## config.mk

```make
export PLATFORM = sky130hd
export DESIGN_NAME = hatch_loader
export DESIGN_NICKNAME = d
export VERILOG_FILES = /design/src/rtl/hatch_pkg.sv /design/src/rtl/hatch_word_asm.sv /design/src/rtl/hatch_loader.sv
export SDC_FILE = /design/constraint.sdc
export NUM_CORES = 1
export LEC_CHECK = 0
export BUFFER_PORTS_ARGS = -buffer_cell sky130_fd_sc_hd__buf_2
export CORE_ASPECT_RATIO = 0.7
export CORE_UTILIZATION = 60
export DETAILED_ROUTE_END_ITERATION = 7
export PLACE_DENSITY = 0.83
export SYNTH_ARGS = -nofsm -noshare
export SYNTH_HDL_FRONTEND = slang
export SYNTH_HIERARCHICAL = 1
export SYNTH_SLANG_ARGS = --single-unit
```

## constraint.sdc

```tcl
create_clock -name clk -period 4.1 [get_ports clk]
set_input_delay 0.205 -clock clk [delete_from_list [all_inputs] [get_ports clk]]
set_output_delay 0.205 -clock clk [all_outputs]
set_load 0.02 [all_outputs]
```

## src/rtl/hatch_pkg.sv

```systemverilog
// hatch_pkg: shared constants and loader state encoding for the hatch memory loader
package hatch_pkg;
   localparam logic [7:0] HATCH_SYNC = 8'hA5;
   localparam int HATCH_WORD_W = 48;
   localparam int HATCH_WORD_BYTES = 6;
   localparam int HATCH_DEPTH = 192;
   typedef enum logic [2:0] {
      ST_IDLE,
      ST_LEN_HI,
      ST_LEN_LO,
      ST_DATA,
      ST_CSUM,
      ST_DONE,
      ST_ERR
   } hatch_state_t;
endpackage

```

## src/rtl/hatch_word_asm.sv

```systemverilog
// hatch_word_asm: packs six stream bytes into one big-endian 48-bit word
module hatch_word_asm
   import hatch_pkg::*;
(
   input  logic clk,
   input  logic rst,
   input  logic clr,
   input  logic take,
   input  logic [7:0] data,
   output logic [HATCH_WORD_W-1:0] word,
   output logic complete
);
   logic [HATCH_WORD_W-9:0] sr;
   logic [2:0] cnt;
   assign complete = take && cnt == 3'(HATCH_WORD_BYTES - 1);
   assign word = {sr, data};
   always_ff @(posedge clk or posedge rst)
      if (rst) begin
         sr <= '0;
         cnt <= '0;
      end else if (clr)
         cnt <= '0;
      else if (take) begin
         sr <= {sr[HATCH_WORD_W-17:0], data};
         cnt <= complete ? 3'd0 : cnt + 3'd1;
      end
endmodule

```

## src/rtl/hatch_loader.sv

```systemverilog
// hatch_loader: framed byte-stream writer for the 48-bit hatch memory; holds the CPU until a good image lands.
// Define HATCH_LOADER_CSUM_EN to require a trailing XOR checksum byte per frame.
module hatch_loader
   import hatch_pkg::*;
#(
   parameter int DEPTH = HATCH_DEPTH,
   parameter int ADDR_W = 8
) (
   input  logic clk,
   input  logic rst,
   input  logic [7:0] in_data,
   input  logic in_valid,
   output logic in_ready,
   output logic wr_en,
   output logic [ADDR_W-1:0] wr_addr,
   output logic [HATCH_WORD_W-1:0] wr_data,
   output logic cpu_hold,
   output logic done,
   output logic error,
   output logic [ADDR_W:0] load_count
);
`ifdef HATCH_LOADER_CSUM_EN
   localparam bit CSUM_EN = 1'b1;
`else
   localparam bit CSUM_EN = 1'b0;
`endif
   hatch_state_t state;
   logic [7:0] len_hi, csum;
   logic [15:0] count, len;
   logic [HATCH_WORD_W-1:0] word;
   logic xfer, clr, word_done, last;
   assign xfer = in_valid && in_ready;
   assign len = {len_hi, in_data};
   assign clr = xfer && in_data == HATCH_SYNC && (state == ST_IDLE || state == ST_DONE || state == ST_ERR);
   assign last = 16'(load_count) + 16'd1 == count;
   hatch_word_asm u_asm (
      .clk(clk),
      .rst(rst),
      .clr(clr),
      .take(xfer && state == ST_DATA),
      .data(in_data),
      .word(word),
      .complete(word_done)
   );
   always_ff @(posedge clk or posedge rst)
      if (rst) begin
         state <= ST_IDLE;
         in_ready <= 1'b0;
         len_hi <= '0;
         count <= '0;
         csum <= '0;
         wr_en <= 1'b0;
         wr_addr <= '0;
         wr_data <= '0;
         load_count <= '0;
         cpu_hold <= 1'b1;
         done <= 1'b0;
         error <= 1'b0;
      end else begin
         in_ready <= 1'b1;
         wr_en <= 1'b0;
         if (xfer)
            case (state)
               ST_IDLE, ST_DONE, ST_ERR:
                  if (clr) begin
                     state <= ST_LEN_HI;
                     load_count <= '0;
                     wr_addr <= '0;
                     csum <= '0;
                     done <= 1'b0;
                     error <= 1'b0;
                     cpu_hold <= 1'b1;
                  end
               ST_LEN_HI: begin
                  len_hi <= in_data;
                  csum <= csum ^ in_data;
                  state <= ST_LEN_LO;
               end
               ST_LEN_LO: begin
                  csum <= csum ^ in_data;
                  count <= len;
                  if (len > 16'(DEPTH)) begin
                     state <= ST_ERR;
                     error <= 1'b1;
                  end else if (len == 16'd0) begin
                     state <= CSUM_EN ? ST_CSUM : ST_DONE;
                     done <= !CSUM_EN;
                     cpu_hold <= CSUM_EN;
                  end else
                     state <= ST_DATA;
               end
               ST_DATA: begin
                  csum <= csum ^ in_data;
                  if (word_done) begin
                     wr_en <= 1'b1;
                     wr_addr <= load_count[ADDR_W-1:0];
                     wr_data <= word;
                     load_count <= load_count + 1'b1;
                     if (last) begin
                        state <= CSUM_EN ? ST_CSUM : ST_DONE;
                        done <= !CSUM_EN;
                        cpu_hold <= CSUM_EN;
                     end
                  end
               end
`ifdef HATCH_LOADER_CSUM_EN
               ST_CSUM: begin
                  state <= in_data == csum ? ST_DONE : ST_ERR;
                  done <= in_data == csum;
                  error <= in_data != csum;
                  cpu_hold <= in_data != csum;
               end
`endif
               default: state <= ST_IDLE;
            endcase
      end
endmodule
```

==> results of run 1 <==
## metal layers
metal,vias up,share of wire (%)
met5,-,0
met4,0,1.7
met1,2223,45
li1,2030,-
met2,220,45
met3,34,7.8
## worst max-delay path, stage by stage (launching register included)
cell	delay, ns
dfrtp_1	0.52
nand3b_1	0.19
nor2_1	0.05
buf_4	0.17
and3_1	0.23
o221a_2	0.37
o21ai_1	0.66
o21ai_0	0.25
o21ai_0	0.13
## cells in the mapped netlist, types with 3 or more instances
cell type	number	share of area, %
dfrtp_1	139	57
a31oi_1	3	0.31
nand2b_1	3	0.31
inv_1	13	0.80
nand3_1	5	0.41
ha_1	3	0.62
nand3b_1	5	0.62
nor3_1	9	0.74
buf_2	3	0.25
and3_1	5	0.52
clkbuf_8	4	0.91
a21oi_1	9	0.74
mux2_4	3	0.74
o22ai_1	3	0.31
nor4_1	6	0.62
mux2_2	61	11
o21ai_0	17	1.4
o31ai_1	4	0.49
a22o_1	6	0.87
clkbuf_1	16	0.99
nor2_1	14	0.87
nand2_1	166	10
xor2_1	4	0.58
and2_1	3	0.31
buf_4	8	0.99
xnor2_1	7	1.0
## through the flow
stage	hold slack [ns]	cell area, um^2	setup WS (ns)	instances	power (W)
after global routing	0.0759	7080	1.32	770	0.00454
after floorplan	0.355	6070	1.36	558	0.00257
after global placement	0.393	6470	1.66	738	0.00273
after CTS	0.0523	7080	1.50	770	0.00436
after detailed placement	0.399	6470	1.56	738	0.00279
final	0.0683	7080	1.44	770	0.00436
## registers in the layout, summed over array words and instances, names as in the netlist
register	cells
cpu_hold	1
done	1
len_hi	8
in_ready	1
wr_data	48
state	3
u_asm/cnt	3
count	16
wr_addr	8
u_asm/sr	40
load_count	9
wr_en	1
error	1
## repair_timing
item                                   CTS  global route
endpoints found under the hold margin  103             0
buffers inserted                         0             0
hold buffers                             1             0
## report_power, final
| group | internal [W] | switching, W | total (W) | leakage, nW |
|---|---|---|---|---|
| Clock | 0.000979 | 0.000558 | 0.00154 | 0.290 |
| Combinational | 0.000431 | 0.000378 | 0.000809 | 1.60 |
| Sequential | 0.00170 | 0.000321 | 0.00202 | 1.86 |
## cells by family (layout without fill, tap and decap cells)
group	Yosys count	count (layout)	share of synthesized area (%)
AO/OA/AOI/OAI	62	62	6.87
XOR/XNOR	11	11	1.59
adder cells (fa/ha/maj)	3	3	0.619
buffers and inverters	47	131	4.25
flip-flops	140	140	57.8
multiplexers	66	66	12.4
other	1	1	0.0618
AND/OR/NAND/NOR	228	228	16.5
## area by class of cell
class	instances	area share, %
clock inverters	12	2.07
flip-flops and latches	140	49.5
multi-input cells	371	32.6
inverters	13	0.725
well taps	128	2.26
clock buffers	19	6.40
repair buffers	87	6.43
## worst max-delay path by stage
stage	startpoint	endpoint	slack, ns	cells past startpoint
after detailed placement	load_count[0]$_DFFE_PP0P_	state[1]$_DFFE_PP0P_	1.56	7
after global placement	state[2]$_DFFE_PP0P_	load_count[5]$_DFFE_PP0P_	1.66	8
final	state[2]$_DFFE_PP0P_	load_count[6]$_DFFE_PP0P_	1.44	8
after CTS	load_count[0]$_DFFE_PP0P_	cpu_hold$_DFFE_PP1P_	1.50	7
after global routing	state[2]$_DFFE_PP0P_	load_count[6]$_DFFE_PP0P_	1.32	8
after floorplan	rst	count[0]$_DFFE_PP0P_	1.36	1
==> results.txt, run 1 <==
final net count: 644
hold wc startpoint: in_data[1]
fin util: 72.5%
async set-or-reset flop fraction in the synthesized netlist: 100%
area grow syn2layout: 16.7%
Final Critical Period: 2.66 ns
Synth Warn #: 6
fill count: 668
Finish-stage setup viols: 0
arrival time worst endpoint: 2.99 ns
Die W: 122 um
Clock H-tree levels: 4
maximum VDD drop: 0.388 mV
RSZ-0062 raised after global routing: false
largest net degree at the start of global routing: 63
Worst Setup Start Kind: flip-flop
root cell of the clock tree: clkbuf_16
syn_nets: 572
GRT Residual Overflow: 0
drt pass-1 iters: 7
clock skew: 0.00604 ns
Mean Syn Cell Area: 10.9 um^2
Max Slew Vio Count: 0
Slew HR: 18.6%
commonest non-fill, non-tap cell in the layout: nand2_1
Max Cap Violations: 0
synthesized instance count: 558
Final GP Congestion: 0.934
Setup crit end kind: flip-flop
busiest grt layer: met2
die height: 86.1 um
clk_lat worst skew: 0.41 ns
io pins: 81
Worst Hold Path Cells: 3
met3 Use GR: 6.85%
Crit Path Class: flip-flop to flip-flop
outcome: completed
Starting Density: 62.2%
Max Buffers Root-to-Sink: 2
DRC viols: 0
CP required: 4.43 ns
register area: 0.00350 mm^2
reg2reg path depth: 8
Worst Hold End: wr_data[1]$_DFFE_PP0P_
Hold Path Class: input port to flip-flop
most frequent cells in the layout: nand2_1 (165), dfrtp_1 (139), buf_2 (80), mux2_2 (61)
Final Cycle Share: 65.0%
Reg clk slew, reported paths: 0.06 ns
vias: 4507
FF-to-FF Start: state[2]$_DFFE_PP0P_
R2R Path End: load_count[6]$_DFFE_PP0P_
WL/cell: 17.9 um
FF+latch count, synth: 140
Inserted Clock Buffers: 17
number of global-route vias before repair: 4323
HPWL Detailed: 8610 um
Main synth FF type: dfrtp_1
IO buf count: 80
PwrDens: 617 mW/mm^2
post-route ant nets: 0
area occupied by multi-input gates: 0.00231 mm^2
CTS sink cnt: 140
Core Area: 0.00976 mm^2
post-synthesis sequential area ratio: 57.8%
Setup TNS: 0 ns
# rows: 30
# resized after CTS: 0
antenna fix cells: 0
EDFF count, synth: 0
Hold Fails Final Rpt: 0
initial antenna violation count: 0
measured slew at the worst slew-check pin: 1.21 ns
crit-path max FO: 17
final wirelength: 13800 um
synthesized area: 0.00607 mm^2
Via density: 5.85
die area: 0.0105 mm^2
share of cells above drive strength 1: 30.1%
M2 GR Usage: 41.5%
FF-to-FF setup slack: 1.44 ns
Leakage Power: 3.76 nW
f_max: 0.375 GHz
met1 Usage GRT: 40.3%
Netlist cell types: 56
Iteration-0 DRC Markers: 454
CTS tree: built
GRT Util Overall: 28.0%
first-pass GRT wire length: 22100 um
(Power assumes the default switching activity.)
==> run 2: changes to the inputs <==
--- a/config.mk
+++ b/config.mk
@@ -7,9 +7,9 @@
 export LEC_CHECK = 0
 export BUFFER_PORTS_ARGS = -buffer_cell sky130_fd_sc_hd__buf_2
 export CORE_ASPECT_RATIO = 0.7
-export CORE_UTILIZATION = 60
+export CORE_UTILIZATION = 52
 export DETAILED_ROUTE_END_ITERATION = 7
-export PLACE_DENSITY = 0.83
+export PLACE_DENSITY = 0.76
 export SYNTH_ARGS = -nofsm -noshare
 export SYNTH_HDL_FRONTEND = slang
 export SYNTH_HIERARCHICAL = 1
==> constraint.sdc (replaced) <==
create_clock -name clk -period 2.43 [get_ports clk]
set_input_delay 0.1215 -clock clk [delete_from_list [all_inputs] [get_ports clk]]
set_output_delay 0.1215 -clock clk [all_outputs]
set_load 0.02 [all_outputs]
==> run 2 against run 1 <==
Effect of this change: global-route usage is 2.9 points lower; utilization is 7.0 points lower; total power is 67% higher; cell count is 6.5% higher; non-clock buffer count is 24 higher; largest cell class unchanged.
==> results.txt, run 2 (synthesis results as in run 1) <==
GRT Residual Overflow: 0
Final Instance Area: 0.00732 mm^2
CP peak stage delay: 0.52 ns
reg2reg path depth: 6
clk_lat worst skew: 0.41 ns
initial antenna violation count: 0
PwrDens: 998 mW/mm^2
f_max: 0.434 GHz
Die W: 131 um
io pins: 81
arrival time worst endpoint: 2.64 ns
Max Buffers Root-to-Sink: 2
number of flip-flops under the largest register name: 48
Via density: 5.38
Slew HR: 18.6%
die area: 0.0121 mm^2
IO buf count: 80
measured slew at the worst slew-check pin: 1.21 ns
final wirelength: 14000 um
Inserted Clock Buffers: 17
CTS tree: built
GRT Util Overall: 25.1%
RSZ-0062 raised after global routing: false
FF-to-FF setup slack: 0.13 ns
Setup TNS: 0 ns
Leakage Power: 3.87 nW
# rows: 32
drt pass-1 iters: 4
Max Slew Vio Count: 0
maximum VDD drop: 0.499 mV
root cell of the clock tree: clkbuf_16
largest registers: wr_data: 48 flops, u_asm/sr: 40 flops, count: 16 flops
CP required: 2.77 ns
CTS sink cnt: 140
Reg clk slew, reported paths: 0.06 ns
CP max-delay cell: or4_1
Final Cycle Share: 94.8%
clock skew: 0.0108 ns
Worst Hold Path Cells: 3
Max Cap Violations: 0
Starting Density: 54.3%
critical path, cell by cell: or4_1, nor3_2, o2111ai_1, or4_4, o311a_1, o22a_1
worst hold slack: 0.0166 ns
Final GP Congestion: 0.878
FF-to-FF Start: count[13]$_DFFE_PP0P_
first-pass GRT wire length: 23400 um
most frequent cells in the layout: nand2_1 (165), dfrtp_1 (137), buf_2 (80), mux2_2 (61), buf_4 (23)
Largest Register: wr_data
hold wc startpoint: in_data[6]
share of cells above drive strength 1: 32.4%
DRC viols: 0
Finish-stage setup viols: 0
area grow syn2layout: 20.6%
largest net degree at the start of global routing: 53
Hold Path Class: input port to flip-flop
number of global-route vias before repair: 4456
Setup crit end kind: flip-flop
commonest non-fill, non-tap cell in the layout: nand2_1
Place WS: 0.0485 ns
antenna fix cells: 0
HPWL Detailed: 9610 um
post-route ant nets: 0
Core Area: 0.0112 mm^2
vias: 4408
final net count: 668
Clock H-tree levels: 4
WL/cell: 17.1 um
Worst Setup Start Kind: flip-flop
fill count: 872
die height: 92.4 um
Final Critical Period: 2.30 ns
outcome: completed
R2R Path End: cpu_hold$_DFFE_PP1P_
Hold Fails Final Rpt: 0
Worst Hold End: wr_data[6]$_DFFE_PP0P_
crit-path max FO: 2
fin worst setup slack: 0.125 ns
Crit Path Class: flip-flop to flip-flop
Iteration-0 DRC Markers: 425
placed inst area: 0.00667 mm^2
-- run 2: cell types whose count changed in the layout (fill, tap and decap cells not counted), moves of 3 or more --
cell | before | now
buf_4 | 6 | 23
dlygate4sd3_1 | 1 | 6
clkinv_2 | 5 | 1
clkinvlp_4 | 3 | 6
inv_6 | 0 | 5
-- run 2: repair_timing --
action,CTS,global route
resized for setup,0,5
hold buffers,6,0
setup endpoints to repair,0,4
setup buffers,0,0
hold endpoints to repair,133,0
-- run 2: how the worst max path moves through the flow --
stage,start,end,slack [ns],depth (start not counted)
global route,load_count[2]$_DFFE_PP0P_,done$_DFFE_PP0P_,0.0001,7
detailed placement,count[10]$_DFFE_PP0P_,state[1]$_DFFE_PP0P_,0.05,6
finish,count[13]$_DFFE_PP0P_,cpu_hold$_DFFE_PP1P_,0.13,6
floorplan,state[0]$_DFFE_PP0P_,wr_data[10]$_DFFE_PP0P_,0.005,10
CTS,count[13]$_DFFE_PP0P_,state[1]$_DFFE_PP0P_,0.04,6
global placement,count[10]$_DFFE_PP0P_,cpu_hold$_DFFE_PP1P_,0.1,6
-- run 2: final cells by class --
type                       instances  area, um^2  share of cell area [%]
sequential                       140        3510                    47.9
clock buffer                      18         429                    5.86
tap                              153         191                    2.62
clock inverter                    14         136                    1.86
inverter                          13        52.6                   0.718
multi-input combinational        371        2330                    31.8
timing repair buffer             111         673                    9.20
-- run 2: where the power goes --
group / switching [W] / total (W) / internal [W]
clock: 0.00105 / 0.00248 / 0.00143
sequential: 0.000485 / 0.00335 / 0.00286
combinational: 0.000684 / 0.00148 / 0.000794
-- run 2: per-layer routing --
layer	vias to the layer above	wire length, um	GRT usage, %
met2	118	6400	38.4
met1	2200	6770	36.3
li1	2082	-	-
met3	8	798	5.25
met5	-	0	0
met4	0	76	7.35
-- run 2: per-stage QoR --
stage	total power (W)	utilization (%)	cells
final	0.00731	65.5	820
after global routing	0.00765	65.5	820
after CTS	0.00731	65.3	820
after detailed placement	0.00480	59.7	782
after global placement	0.00470	59.7	782
after floorplan	0.00433	-	558
-- run 2: critical path, delay by kind of cell (launching register included) --
family / cells / cell delay [ns]
simple gates: 3 / 1.18
compound gates: 3 / 0.66
flops: 1 / 0.38
==> run 3: changes to the inputs <==
--- a/config.mk
+++ b/config.mk
@@ -6,7 +6,7 @@
 export NUM_CORES = 1
 export LEC_CHECK = 0
 export BUFFER_PORTS_ARGS = -buffer_cell sky130_fd_sc_hd__buf_2
-export CORE_ASPECT_RATIO = 0.7
+export CORE_ASPECT_RATIO = 0.5
 export CORE_UTILIZATION = 52
 export DETAILED_ROUTE_END_ITERATION = 7
 export PLACE_DENSITY = 0.76
==> run 3 against run 2 <==
Effect of this change: clock skew is 0.00073 ns higher; utilization decreased by 0.42 points; count of clock-buffer cells in the layout is 1 higher.
==> results.txt, run 3 (synthesis results as in run 1) <==
clk_lat worst skew: 0.42 ns
HPWL Detailed: 8940 um
Setup TNS: 0 ns
Crit Path Class: flip-flop to flip-flop
CTS sink cnt: 140
Setup Buffers After CTS: 0
commonest non-fill, non-tap cell in the layout: nand2_1
number of global-route vias before repair: 4296
placed inst area: 0.00667 mm^2
Max Buffers Root-to-Sink: 2
vias: 4439
Iteration-0 DRC Markers: 278
largest registers: wr_data: 48 flops, u_asm/sr: 40 flops, count: 16 flops
outcome: completed
Starting Density: 54.3%
critical path's top delay family: simple AND/OR/NAND/NOR gates
number of flip-flops under the largest register name: 48
initial antenna violation count: 0
fin cells: 822
io pins: 81
CP Buf/Inv Count: 0
arrival time worst endpoint: 2.66 ns
antenna fix cells: 0
Max Slew Vio Count: 0
RSZ-0062 raised after global routing: false
Reg clk slew, reported paths: 0.06 ns
hold wc startpoint: in_data[4]
Hold Path Class: input port to flip-flop
CP required: 2.77 ns
GRT Residual Overflow: 0
share of cells above drive strength 1: 32.3%
fin worst setup slack: 0.114 ns
Clock H-tree levels: 4
largest net degree at the start of global routing: 41
critical path, cell by cell: nand2_1, nor4_1, nor4_1, or4_4, o311a_1, o22a_1
Via density: 5.40
first-pass GRT wire length: 22000 um
CP max-delay cell: or4_4
drt pass-1 iters: 4
most frequent cells in the layout: nand2_1 (165), dfrtp_1 (138), buf_2 (80), mux2_2 (61), buf_4 (24)
Power, Total: 0.00727 W
PwrDens: 998 mW/mm^2
crit-path max FO: 11
Worst Setup Start Kind: flip-flop
Die W: 155 um
final net count: 664
Largest Register: wr_data
area grow syn2layout: 20.0%
Leakage Power: 3.86 nW
Slew HR: 34.4%
measured slew at the worst slew-check pin: 0.978 ns
Finish-stage setup viols: 0
die height: 78.4 um
maximum VDD drop: 0.486 mV
FF-to-FF Start: load_count[3]$_DFFE_PP0P_
root cell of the clock tree: clkbuf_16
Final Instance Area: 0.00728 mm^2
IO buf count: 80
CP peak stage delay: 0.55 ns
GRT Util Overall: 23.7%
Inserted Clock Buffers: 17
DRC viols: 0
post-route ant nets: 0
placed instance count: 788
Hold Fails Final Rpt: 0
Crit path top cell by count: nor4_1
# rows: 27
die area: 0.0121 mm^2
Final Cycle Share: 95.3%
final wirelength: 13600 um
WL/cell: 16.6 um
Place WS: 0.104 ns
CTS tree: built
f_max: 0.432 GHz
Final GP Congestion: 0.861
clock skew: 0.0115 ns
Core Area: 0.0112 mm^2
CP Launch Point: load_count[3]$_DFFE_PP0P_
Setup crit end kind: flip-flop
Final Critical Period: 2.32 ns
Max Cap Violations: 0
[run 3: cell type report]
class / instances / area [um^2]
Clock buffer: 19 / 443
Clock inverter: 13 / 133
Fill cell: 864 / 3900
Inverter: 13 / 52.6
Multi-Input combinational cell: 371 / 2320
Sequential cell: 140 / 3510
Tap cell: 159 / 199
Timing Repair Buffer: 107 / 621
[run 3: layer usage]
| metal | track usage (%) | vias up | wire [um] |
|---|---|---|---|
| met2 | 37.6 | 115 | 6390 |
| li1 | - | 2078 | - |
| met3 | 4.42 | 17 | 691 |
| met4 | 8.02 | 0 | 138 |
| met5 | 0 | - | 0 |
| met1 | 33.0 | 2229 | 6400 |
[run 3: worst register-to-register path: cells and delay by family, from the launching register on]
| kind | cells | cell delay (ns) |
|---|---|---|
| compound gates | 2 | 0.53 |
| flops | 1 | 0.54 |
| simple gates | 4 | 1.18 |
[run 3: metrics by stage]
stage	util [%]	hold WS, ns
final	65.1	0.00465
after CTS	64.9	0.00151
after global routing	65.1	0.00131
after detailed placement	59.6	0.278
after floorplan	-	0.272
after global placement	59.6	0.273
[run 3: timing repair]
action | 4_1_cts | 5_1_grt
gates resized for setup | 0 | 3
setup endpoints to repair | 0 | 4
hold buffers | 2 | 0
hold endpoints to repair | 55 | 0
[run 3: worst paths after layout]
check                      slack [ns]  depth (start not counted)                        end
setup / recovery                 0.11                          6       cpu_hold$_DFFE_PP1P_
hold / removal                  0.005                          3     wr_data[4]$_DFFE_PP0P_
setup reg to reg                 0.11                          6       cpu_hold$_DFFE_PP1P_
hold reg to reg                  0.47                          2    wr_data[45]$_DFFE_PP0P_
max in group asynchronous        1.25                          4    wr_data[27]$_DFFE_PP0P_
min in group asynchronous        0.41                          3  load_count[2]$_DFFE_PP0P_
[run 3: power by group]
| group | switching, W | leakage, nW | internal [W] |
|---|---|---|---|
| registers | 0.000482 | 1.86 | 0.00286 |
| clock network | 0.00106 | 0.274 | 0.00146 |
| logic | 0.000636 | 1.72 | 0.000769 |
| total | 0.00217 | 3.86 | 0.00509 |
